==> src/rtl/multi_axis_step_generator.sv <==
// Coordinated multi-axis step/dir generator: each segment spreads per-axis step counts over a master tick train.
// Latency: capture at edge 0, first tick at edge 1. data_request pulses once per captured segment; abort wins over everything.
module multi_axis_step_generator #(
  parameter int NUM_AXES     = 3,
  parameter int COUNT_BITS   = 16,
  parameter int PERIOD_BITS  = 24,
  parameter int PULSE_CYCLES = 4
) (
  input  logic                           clk,
  input  logic                           rst_n,
  input  logic                           data_available,
  output logic                           data_request,
  input  logic [NUM_AXES*COUNT_BITS-1:0] seg_steps,
  input  logic [NUM_AXES-1:0]            seg_dir,
  input  logic [PERIOD_BITS-1:0]         seg_period,
  input  logic                           abort,
  output logic [NUM_AXES-1:0]            step_out,
  output logic [NUM_AXES-1:0]            dir_out,
  output logic                           busy
);

  localparam int PW  = PERIOD_BITS + 1;
  localparam int CW  = COUNT_BITS + 1;
  localparam int PCW = $clog2(PULSE_CYCLES + 1);
  localparam logic [PW-1:0] MIN_P = PW'(2 * PULSE_CYCLES);

  typedef enum logic {IDLE, RUN} state_t;

  state_t                state, state_nxt;
  logic [COUNT_BITS-1:0] m_q, ticks_left;
  logic [PW-1:0]         p_q, phase;
  logic [COUNT_BITS-1:0] steps_q [NUM_AXES];
  logic [CW-1:0]         acc_q   [NUM_AXES];
  logic [PCW-1:0]        pcnt_q  [NUM_AXES];

  logic                  tick, seg_end, capture;
  logic [COUNT_BITS-1:0] new_m;
  logic [PW-1:0]         new_p;
  logic [CW-1:0]         acc_sum [NUM_AXES];
  logic [NUM_AXES-1:0]   fire;

  assign busy = (state == RUN);

  // Ticks land where phase reads 1; the segment closes one cycle before the next would-be tick.
  always_comb begin
    tick      = (state == RUN) && (ticks_left != '0) && (phase == PW'(1));
    seg_end   = (state == RUN) && (ticks_left == '0) && (phase == PW'(2));
    capture   = data_available && !data_request && !abort && ((state == IDLE) || seg_end);
    state_nxt = state;
    if (abort)        state_nxt = IDLE;
    else if (capture) state_nxt = RUN;
    else if (seg_end) state_nxt = IDLE;
  end

  always_comb begin
    new_m = '0;
    for (int i = 0; i < NUM_AXES; i++)
      if (seg_steps[i*COUNT_BITS +: COUNT_BITS] > new_m)
        new_m = seg_steps[i*COUNT_BITS +: COUNT_BITS];
    new_p = (PW'(seg_period) > MIN_P) ? PW'(seg_period) : MIN_P;
  end

  always_comb begin
    fire = '0;
    for (int i = 0; i < NUM_AXES; i++) begin
      acc_sum[i] = acc_q[i] + CW'(steps_q[i]);
      fire[i]    = (acc_sum[i] >= CW'(m_q));
    end
  end

  always_ff @(posedge clk or negedge rst_n) begin
    if (!rst_n) state <= IDLE;
    else        state <= state_nxt;
  end

  always_ff @(posedge clk or negedge rst_n) begin
    if (!rst_n) begin
      data_request <= 1'b0;
      step_out     <= '0;
      dir_out      <= '0;
      m_q          <= '0;
      ticks_left   <= '0;
      p_q          <= '0;
      phase        <= '0;
      for (int i = 0; i < NUM_AXES; i++) begin
        steps_q[i] <= '0;
        acc_q[i]   <= '0;
        pcnt_q[i]  <= '0;
      end
    end else begin
      data_request <= capture;
      if (abort) begin
        step_out <= '0;
        for (int i = 0; i < NUM_AXES; i++) pcnt_q[i] <= '0;
      end else begin
        if (capture) begin
          dir_out    <= seg_dir;
          m_q        <= new_m;
          p_q        <= new_p;
          ticks_left <= new_m;
          // An empty segment skips straight to the end condition on the next edge.
          phase      <= (new_m == '0) ? PW'(2) : PW'(1);
          for (int i = 0; i < NUM_AXES; i++) begin
            steps_q[i] <= seg_steps[i*COUNT_BITS +: COUNT_BITS];
            acc_q[i]   <= CW'(new_m >> 1);
          end
        end else if (tick) begin
          ticks_left <= ticks_left - 1'b1;
          phase      <= p_q;
          for (int i = 0; i < NUM_AXES; i++)
            acc_q[i] <= fire[i] ? (acc_sum[i] - CW'(m_q)) : acc_sum[i];
        end else if (state == RUN) begin
          phase <= phase - 1'b1;
        end

        for (int i = 0; i < NUM_AXES; i++) begin
          if (tick && fire[i]) begin
            step_out[i] <= 1'b1;
            pcnt_q[i]   <= PCW'(PULSE_CYCLES - 1);
          end else if (pcnt_q[i] != '0) begin
            pcnt_q[i]   <= pcnt_q[i] - 1'b1;
          end else begin
            step_out[i] <= 1'b0;
          end
        end
      end
    end
  end

endmodule

==> config.mk <==
export PLATFORM = sky130hd
export DESIGN_NAME = multi_axis_step_generator
export DESIGN_NICKNAME = d
export VERILOG_FILES = /design/src/rtl/multi_axis_step_generator.sv
export SDC_FILE = /design/constraint.sdc
export NUM_CORES = 1
export LEC_CHECK = 0
export ABC_CLOCK_PERIOD_IN_PS = 4400
export CORE_ASPECT_RATIO = 0.9
export CORE_MARGIN = 3
export CORE_UTILIZATION = 40
export DETAILED_ROUTE_END_ITERATION = 7
export PLACE_DENSITY = 0.66
export SYNTH_ARGS = -nofsm -noshare
export SYNTH_HDL_FRONTEND = slang
export SYNTH_SLANG_ARGS = --single-unit
==> constraint.sdc <==
create_clock -name clk -period 4.4 [get_ports clk]
set_input_delay 1.32 -clock clk [delete_from_list [all_inputs] [get_ports clk]]
set_output_delay 1.32 -clock clk [all_outputs]
set_load 0.1 [all_outputs]
==> flow_metrics.env, run 1 <==
export IMPL_power_w=0.0172
export IMPL_path_common_cell="buf_4"
export IMPL_drtAntennaViolNets=0
export IMPL_timing_rr_start="acc_q[34]"
export IMPL_min_period_ns=4.81
export IMPL_min_path_cells=2
export IMPL_grt_pass1_wl_mm=83.2
export IMPL_drv_cap=0
export IMPL_die_x_um=209
export IMPL_finalCritPeriodShare_pct=109
export IMPL_grt_overflow_total=0
export IMPL_die_h_um=188
export IMPL_fillCellCount=3249
export IMPL_vias_per_cell=5.86
export IMPL_cp_top_family="compound AO/OA/AOI/OAI gates"
export IMPL_diodes=0
export IMPL_setup_worst_path_class="in2reg"
export IMPL_syn_area_mm2=0.0148
export IMPL_gp_routability_congestion=0.965
export IMPL_clk_pin_slew_worst_paths_ns=0.08
export IMPL_cts_sinks=197
export IMPL_wl_per_cell_um=21.6
export IMPL_vias=14800
export IMPL_synth_area_per_cell_um2=8.48
export IMPL_synthFlopType="dfrtp_1"
export IMPL_max_freq_ghz=0.208
export IMPL_design_area_mm2=0.0199
export IMPL_dpl_hpwl_mm=41.4
export IMPL_maxSlewHeadroom_pct=34.7
export IMPL_dpl_cell_area_mm2=0.0177
export IMPL_violations="setup timing"
export IMPL_max_clock_path_buffers=2
export IMPL_initial_core_util_pct=40.8
export IMPL_antenna_found_initial=2
export IMPL_rsz0062_at_grt="true"
export IMPL_first_pass_iters=6
export IMPL_whs_endpoint="p_q[15]"
export IMPL_worstPathArrival_ns=5.20
export IMPL_status="finished, violations left"
export IMPL_required_ns=4.79
export IMPL_ir_drop_mv=0.820
export IMPL_leakage_nw=9.08
export IMPL_maxSlewViolCount=0
export IMPL_r2r_end="acc_q[35]"
export IMPL_cts_buffers=17
export IMPL_synthToLayoutAreaGrowth_pct=34.8
export IMPL_synth_enable_flop_cells=0
export IMPL_setup_violations=79
export IMPL_nets=2264
export IMPL_io_pins=87
export IMPL_r2r_cells=19
export IMPL_grt_max_degree=97
export IMPL_finalSetupTns_ns=-23.04
export IMPL_wl_mm=54.7
export IMPL_io_buffers=86
export IMPL_ys_warn_count=0
export IMPL_layout_commonest_cell="nand2_1"
export IMPL_hold_path_class="reg2reg"
export IMPL_cts_tree="built"
export IMPL_critical_path_depth=22
export IMPL_tightest_slew_ns=0.976
export IMPL_post_route_drc_count=0
export IMPL_drive_gt1_share_pct=26.4
export IMPL_row_count=66
export IMPL_clk_latency_ns=0.49
export IMPL_critPathLaunch="seg_steps[1]"
export IMPL_cpPeakStageDelay_ns=0.44
export IMPL_synth_nets=1965
export IMPL_dieArea_mm2=0.0393
export IMPL_final_cell_mix="282 x nand2_1, 227 x buf_4, 197 x dfrtp_1"
export IMPL_grtUsageTotal_pct=27.3
export IMPL_critPathBufInv=7
export IMPL_synthArstFlopShare_pct=100
export IMPL_synth_seq_cells=197
export IMPL_synth_yosys_seq_area_share_pct=33.4
export IMPL_final_core_util_pct=55.0
export IMPL_rrSetupSlack_ns=0.04
export IMPL_powerDensity_mw_per_mm2=863
export IMPL_start_kind="primary input"
export IMPL_finalHoldViolCount=0
export IMPL_ys_types=78
export IMPL_path_cells="buf_12 -> inv_12 -> ha_4 -> nor2b_4 -> o211ai_1 -> a2111o_1 -> o211a_1 -> nor2_4 -> buf_4 -> buf_6 -> mux2_4 -> ha_1 -> nor2b_2 -> o21bai_4 -> a311oi_4 -> o31ai_4 -> buf_4 -> and2_4 -> buf_4 -> buf_6 -> a211o_4 -> o2111ai_2"
export IMPL_worst_setup_path_end_kind="flip-flop"
export IMPL_clock_skew_final_ns=0.0243
export IMPL_core_mm2=0.0363
export IMPL_netlist_instances=1742
export IMPL_drtIter0Drc=1191
export IMPL_grt_pass1_vias=14500
export IMPL_min_from="p_q[15]"
export IMPL_cp_slowest_cell="a2111o_1"
export IMPL_cts_max_level=4
export IMPL_clock_root_buffer="clkbuf_16"
export IMPL_fin_ws_ns=-0.413
export IMPL_path_max_fanout=5
## registers in the layout, summed over array words and instances (netlist names), 3 cells and up
name / flops
step_out: 3
ticks_left: 16
steps_q: 48
acc_q: 51
p_q: 24
phase: 25
pcnt_q: 9
dir_out: 3
m_q: 16
## metal layers
| layer | vias up | part of all wire (%) | track usage [%] |
|---|---|---|---|
| met2 | 554 | 45 | 43.1 |
| li1 | 6977 | - | - |
| met4 | 6 | 2.9 | 8.86 |
| met1 | 7176 | 44 | 37.6 |
| met3 | 103 | 7.9 | 5.86 |
| met5 | - | 0.084 | 0 |
## worst reg2reg max path: cells and delay by family, from the launching register on
kind	cells	cell delay, ns
buffers and inverters	2	0.35
adders and majority gates	3	0.96
and+or+nand+nor	5	0.85
DFF	1	0.40
AOI/OAI and AO/OA	8	1.52
xor gates and xnor gates	1	0.22
## stage by stage
stage               hold WS, ns  setup slack [ns]  std cells
global placement          0.460             -1.77       2445
detailed placement        0.460             -1.78       2445
finish                    0.482            -0.413       2530
CTS                       0.481            -0.239       2506
floorplan                 0.439            -0.399       1742
global route              0.498            -0.548       2530
## area by class of cell
class,instances,area [um^2],share of cell area [%]
Timing Repair Buffer,343,2930,14.7
Clock buffer,17,425,2.14
Clock inverter,15,189,0.948
Inverter,76,319,1.60
Multi-Input combinational cell,1406,10500,52.9
Sequential cell,197,4930,24.7
Tap cell,476,596,2.99
## worst max-delay path by stage
stage	end	slack [ns]
after floorplan	acc_q[41]	-0.40
after global placement	acc_q[14]	-1.77
after detailed placement	acc_q[14]	-1.78
after CTS	acc_q[43]	-0.24
after global routing	acc_q[40]	-0.55
final	acc_q[40]	-0.41
## report_power, final
group / leakage, nW / total [W] / internal (W) / switching, W
logic: 6.29 / 0.0127 / 0.00565 / 0.00702
registers: 2.49 / 0.00287 / 0.00237 / 0.000497
clock network: 0.300 / 0.00167 / 0.000783 / 0.000885
total: 9.08 / 0.0172 / 0.00880 / 0.00840
## synth_stat cells, drive strengths merged, types with 17 or more instances
library cell	number	area share [%]
o211ai	27	1.4
nor3	37	1.4
mux2i	17	1.2
a21oi	139	4.7
nor2	98	2.5
buf	32	1.3
inv	76	1.9
a211oi	25	1.4
ha	138	12
nor4	33	1.7
o21ai	142	4.8
a21o	52	2.6
xor2	32	1.9
clkbuf	32	0.81
dfrtp	197	33
nand3	52	1.8
xnor2	59	3.5
nand2	288	7.3
nand4	31	1.4
a211o	17	1.0
## what timing repair did
action | CTS | global route
resized for setup | 307 | 116
setup buffers | 29 | 30
hold buffers | 0 | 0
pin swaps | 70 | 73
gates cloned | 2 | 0
endpoints found under the setup margin | 91 | 97
## cells by family (layout without fill, tap and decap cells)
kind of cell	Yosys count	count (layout)	synth area share, %
xor gates and xnor gates	91	91	5.39
adders and majority gates	144	144	12.5
and+or+nand+nor	628	629	20.1
DFF	197	197	33.4
buffers and inverters	140	451	4.00
AOI/OAI and AO/OA	522	522	23.3
muxes	20	20	1.38
No activity file was read; power rests on OpenSTA's default activity.
==> run 2: changes to the inputs <==
DONT_BUFFER_PORTS = 1   (was not set)
PLACE_DENSITY = 0.63   (was 0.66)
RECOVER_POWER = 100   (was not set)
==> run 2 against run 1 <==
Against the previous run: the flow still finishes with violations (setup timing); die area is the same; first-iteration DRC count grew 1.3%; sequential share of layout area grew 2.3 points; clock power is essentially flat; power grew 0.45%; combinational power is essentially flat; count of clock-buffer cells in the layout grew 1; clock skew shrank 0.0054 ns.
==> flow_metrics.env, run 2 (same netlist as run 1, synthesis figures left out) <==
export IMPL_initial_core_util_pct=40.8
export IMPL_fin_ws_ns=-0.398
export IMPL_min_period_ns=4.80
export IMPL_drtIter0Drc=1207
export IMPL_setup_worst_path_class="in2reg"
export IMPL_drtAntennaViolNets=0
export IMPL_finalSetupTns_ns=-20.61
export IMPL_finalHoldViolCount=0
export IMPL_wl_mm=52.4
export IMPL_vias_per_cell=5.88
export IMPL_final_cell_mix="281 x nand2_1, 197 x dfrtp_1, 161 x buf_4"
export IMPL_grt_max_degree=198
export IMPL_drv_cap=0
export IMPL_top_register="acc_q"
export IMPL_path_cells="inv_1 -> ha_4 -> nand4_1 -> a2111o_1 -> o211ai_1 -> buf_4 -> buf_6 -> nand3_4 -> and2_4 -> ha_4 -> nand4_1 -> or2_4 -> a311oi_4 -> o31ai_4 -> buf_6 -> a21oi_2 -> a311oi_2 -> buf_4 -> a21o_1 -> a221o_1"
export IMPL_clock_root_buffer="clkbuf_16"
export IMPL_grt_pass1_wl_mm=79.6
export IMPL_clock_skew_final_ns=0.0189
export IMPL_grt_pass1_vias=13700
export IMPL_maxSlewViolCount=0
export IMPL_cp_slowest_cell="a2111o_1"
export IMPL_die_x_um=209
export IMPL_rsz0062_at_grt="true"
export IMPL_die_h_um=188
export IMPL_cts_sinks=197
export IMPL_post_route_drc_count=0
export IMPL_status="finished, violations left"
export IMPL_dieArea_mm2=0.0393
export IMPL_holdWs_ns=0.488
export IMPL_dpl_hpwl_mm=39.6
export IMPL_required_ns=4.76
export IMPL_io_pins=87
export IMPL_power_w=0.0173
export IMPL_leakage_nw=8.38
export IMPL_nets=2123
export IMPL_maxSlewHeadroom_pct=22.8
export IMPL_tightest_slew_ns=1.16
export IMPL_hold_path_class="reg2reg"
export IMPL_ir_drop_mv=0.482
export IMPL_reg_top3="acc_q x51, steps_q x48, phase x25"
export IMPL_antenna_found_initial=0
export IMPL_synthToLayoutAreaGrowth_pct=23.2
export IMPL_gp_routability_congestion=0.999
export IMPL_design_area_mm2=0.0182
export IMPL_start_kind="primary input"
export IMPL_path_max_fanout=6
export IMPL_clk_pin_slew_worst_paths_ns=0.08
export IMPL_worstPathArrival_ns=5.16
export IMPL_violations="setup timing"
export IMPL_cpPeakStageDelay_ns=0.49
export IMPL_wl_per_cell_um=21.9
export IMPL_powerDensity_mw_per_mm2=949
export IMPL_largest_reg_flops=51
export IMPL_preCtsSetupSlack_ns=-0.873
export IMPL_grtUsageTotal_pct=26.0
export IMPL_core_mm2=0.0363
export IMPL_row_count=66
export IMPL_max_clock_path_buffers=2
export IMPL_dpl_cell_area_mm2=0.0167
export IMPL_drive_gt1_share_pct=20.5
export IMPL_cts_buffers=17
export IMPL_clk_latency_ns=0.48
export IMPL_ctsHoldBuffers=0
export IMPL_worst_setup_path_end_kind="flip-flop"
export IMPL_max_freq_ghz=0.208
export IMPL_finalCritPeriodShare_pct=109
export IMPL_io_buffers=0
export IMPL_setup_violations=79
export IMPL_layout_commonest_cell="nand2_1"
export IMPL_cts_tree="built"
export IMPL_grt_overflow_total=0
export IMPL_first_pass_iters=5
export IMPL_vias=14100
export IMPL_cts_max_level=4
==> run 2: through the flow <==
step	std cells	util [%]
after global routing	2389	50.2
after CTS	2375	48.4
after global placement	2334	46.0
after floorplan	1742	-
after detailed placement	2334	46.0
final	2391	50.2
==> run 2: cell type report <==
class                           instances  area (um^2)
Timing Repair Buffer                  203         1690
Fill cell                            3398        18000
Antenna cell                            2         5.00
Multi-Input combinational cell       1405        10100
Inverter                               76          299
Tap cell                              476          596
Clock inverter                         14          179
Sequential cell                       197         4930
Clock buffer                           18          439
==> run 2: routing by layer <==
layer | wire [um] | GRT usage, %
met5 | 0 | 0
met4 | 1700 | 8.27
met3 | 3510 | 4.39
met2 | 23100 | 40.5
met1 | 24100 | 37.1
==> run 2: final timing paths <==
kind | from | to | slack, ns | depth (start not counted)
worst max-delay path | seg_steps[14] | acc_q[43] | -0.40 | 20
worst min-delay path | p_q[5] | p_q[5] | 0.49 | 2
worst max register to register | acc_q[0] | acc_q[2] | -0.08 | 22
worst min register to register | p_q[5] | p_q[5] | 0.49 | 2
max in group asynchronous | rst_n | steps_q[33] | 3.51 | 0
min in group asynchronous | rst_n | p_q[18] | 0.53 | 0
==> run 2: where the power goes <==
| part | switching, W | internal [W] | total, W |
|---|---|---|---|
| clock | 0.000876 | 0.000788 | 0.00166 |
| combinational | 0.00701 | 0.00570 | 0.0127 |
| sequential | 0.000529 | 0.00237 | 0.00290 |
| total | 0.00842 | 0.00886 | 0.0173 |
==> run 2: worst max-delay path: cells and delay by family <==
kind                       cells  cell delay [ns]
buffers and inverters          5             0.70
AOI/OAI and AO/OA              8             1.71
and+or+nand+nor                5             0.89
adders and majority gates      2             0.53
==> run 2: repair_timing <==
item,CTS,global route
gates cloned,0,1
endpoints found under the setup margin,92,96
gates resized for setup,38,125
buffers inserted,9,17
endpoints found under the hold margin,0,0
pin swaps,13,67
==> run 3: changes to the inputs <==
CORE_ASPECT_RATIO = not set   (was 0.9)
==> run 3 against run 2 <==
Against the previous run: the flow still finishes with violations (setup timing); fmax rose by 3.5%; cell count fell by 0.79%; combinational power barely moved.
==> flow_metrics.env, run 3 (same netlist as run 1, synthesis figures left out) <==
export IMPL_vias_per_cell=5.97
export IMPL_worstPathArrival_ns=4.99
export IMPL_critPathBufInv=4
export IMPL_core_mm2=0.0360
export IMPL_synthToLayoutAreaGrowth_pct=24.6
export IMPL_dpl_cell_area_mm2=0.0166
export IMPL_seq_area_mm2=0.00493
export IMPL_dieArea_mm2=0.0393
export IMPL_drv_cap=0
export IMPL_maxSlewHeadroom_pct=22.7
export IMPL_min_from="p_q[0]"
export IMPL_io_pins=87
export IMPL_layout_cells_non_filler=2372
export IMPL_rsz0062_at_grt="true"
export IMPL_io_buffers=0
export IMPL_grt_overflow_total=0
export IMPL_r2r_cells=21
export IMPL_min_path_cells=2
export IMPL_cts_max_level=4
export IMPL_clk_pin_slew_worst_paths_ns=0.08
export IMPL_die_h_um=198
export IMPL_top_register="acc_q"
export IMPL_cpPeakStageDelay_ns=0.44
export IMPL_timing_rr_start="steps_q[0]"
export IMPL_clock_skew_final_ns=0.0194
export IMPL_wl_per_cell_um=21.5
export IMPL_whs_endpoint="p_q[0]"
export IMPL_leakage_nw=8.37
export IMPL_final_core_util_pct=51.1
export IMPL_drtIter0Drc=904
export IMPL_antenna_found_initial=0
export IMPL_drive_gt1_share_pct=21.8
export IMPL_gp_routability_congestion=0.972
export IMPL_cp_top_family="compound AO/OA/AOI/OAI gates"
export IMPL_reg_top3="acc_q x51, steps_q x48, phase x25"
export IMPL_finalHoldViolCount=0
export IMPL_fillCellCount=3328
export IMPL_row_count=69
export IMPL_die_x_um=198
export IMPL_largest_reg_flops=51
export IMPL_hold_path_class="reg2reg"
export IMPL_critical_path_depth=19
export IMPL_path_max_fanout=6
export IMPL_rrSetupSlack_ns=0.06
export IMPL_setup_worst_path_class="in2reg"
export IMPL_cts_buffers=17
export IMPL_finalSetupTns_ns=-10.43
export IMPL_finalCritPeriodShare_pct=105
export IMPL_tightest_slew_ns=1.16
export IMPL_final_cell_mix="283 x nand2_1, 197 x dfrtp_1, 169 x buf_4"
export IMPL_placedCellCount=2304
export IMPL_start_kind="primary input"
export IMPL_grtUsageTotal_pct=25.6
export IMPL_max_freq_ghz=0.216
export IMPL_design_area_mm2=0.0184
export IMPL_wl_mm=51.0
export IMPL_cp_slowest_cell="a2111o_1"
export IMPL_initial_core_util_pct=41.0
export IMPL_required_ns=4.76
export IMPL_ir_drop_mv=0.469
export IMPL_setup_violations=79
export IMPL_maxSlewViolCount=0
export IMPL_worst_setup_path_end_kind="flip-flop"
export IMPL_layout_commonest_cell="nand2_1"
export IMPL_diodes=0
export IMPL_cts_tree="built"
export IMPL_max_clock_path_buffers=2
export IMPL_drtAntennaViolNets=0
export IMPL_dpl_hpwl_mm=37.7
export IMPL_vias=14200
export IMPL_first_pass_iters=6
export IMPL_violations="setup timing"
export IMPL_status="finished, violations left"
export IMPL_path_cells="clkinvlp_4 -> ha_4 -> nand4_1 -> a2111o_1 -> o211a_4 -> nor2_4 -> buf_6 -> a21oi_2 -> ha_1 -> nand4_1 -> or2_4 -> a311oi_4 -> o31ai_4 -> buf_6 -> a21oi_2 -> a311oi_1 -> buf_4 -> a21o_1 -> a221o_1"
export IMPL_powerDensity_mw_per_mm2=919
export IMPL_nets=2122
export IMPL_r2r_end="acc_q[10]"
export IMPL_grt_pass1_wl_mm=77.7
export IMPL_cts_sinks=197
export IMPL_clock_root_buffer="clkbuf_16"
export IMPL_post_route_drc_count=0
export IMPL_min_period_ns=4.63
export IMPL_multiInputGateArea_mm2=0.0103
export IMPL_grt_pass1_vias=13800
export IMPL_grt_max_degree=198
export IMPL_clk_latency_ns=0.47
export IMPL_fin_ws_ns=-0.234
[run 3: cell types whose count changed in the layout (fill, tap and decap cells not counted), sizes merged]
cell | previous run | this run
clkdlybuf4s15 | 0 | 1
buf | 193 | 199
bufinv | 0 | 1
inv | 80 | 81
clkinv | 8 | 4
clkinvlp | 2 | 3
diode | 2 | 0
clkbuf | 28 | 20
[run 3: how the worst max path moves through the flow]
stage | to | slack (ns) | startpoint
after floorplan | acc_q[41] | -0.40 | seg_steps[1]
final | acc_q[48] | -0.23 | seg_steps[15]
after detailed placement | acc_q[13] | -0.94 | seg_steps[13]
after global routing | acc_q[48] | -0.40 | seg_steps[15]
after global placement | acc_q[36] | -0.88 | seg_steps[13]
after CTS | acc_q[35] | -0.10 | seg_steps[9]
[run 3: final cells by class]
class | instances | share of cell area (%)
well taps | 461 | 3.13
clock buffers | 18 | 2.39
repair buffers | 202 | 9.39
multi-input cells | 1405 | 55.8
clock inverters | 13 | 0.843
inverters | 76 | 1.71
flip-flops and latches | 197 | 26.8
[run 3: metal layers]
| metal | vias up | GRT usage, % | share of wire (%) |
|---|---|---|---|
| met4 | 0 | 8.47 | 3.2 |
| met5 | - | 0 | 0 |
| li1 | 6677 | - | - |
| met2 | 518 | 40.8 | 45 |
| met3 | 83 | 4.78 | 7.6 |
| met1 | 6873 | 35.1 | 44 |
[run 3: stage by stage]
stage	setup WS [ns]	power [W]	hold WS, ns
after floorplan	-0.399	0.0106	0.439
after global placement	-0.877	0.0138	0.460
after detailed placement	-0.937	0.0140	0.465
after CTS	-0.101	0.0160	0.488
after global routing	-0.401	0.0181	0.513
final	-0.234	0.0169	0.483
[run 3: worst reg2reg max path, cell delays in order (launching register included)]
cell and delay [ns]:
dfrtp_1 0.39, ha_2 0.20, fa_2 0.35, a211oi_2 0.23
o211ai_1 0.17, a21o_1 0.24, a21oi_2 0.18, o21bai_1 0.08
a21oi_1 0.18, xor2_1 0.22, inv_1 0.10, ha_4 0.28
a21o_1 0.12, a21o_1 0.17, buf_4 0.14, nor2_1 0.05
a211oi_2 0.31, buf_4 0.18, a211oi_4 0.05, buf_12 0.18
and2_1 0.16, a211o_1 0.26
[run 3: repair_timing]
action	CTS	global route
setup buffers	15	24
gates cloned	1	2
resized for setup	118	68
hold buffers	0	0
pin swaps	51	31
endpoints found under the setup margin	90	96
[run 3: report_power, final]
| part | switching (W) | total [W] | internal, W |
|---|---|---|---|
| Sequential | 0.000546 | 0.00291 | 0.00237 |
| Combinational | 0.00692 | 0.0124 | 0.00545 |
| Clock | 0.000812 | 0.00163 | 0.000822 |
| Total | 0.00828 | 0.0169 | 0.00864 |
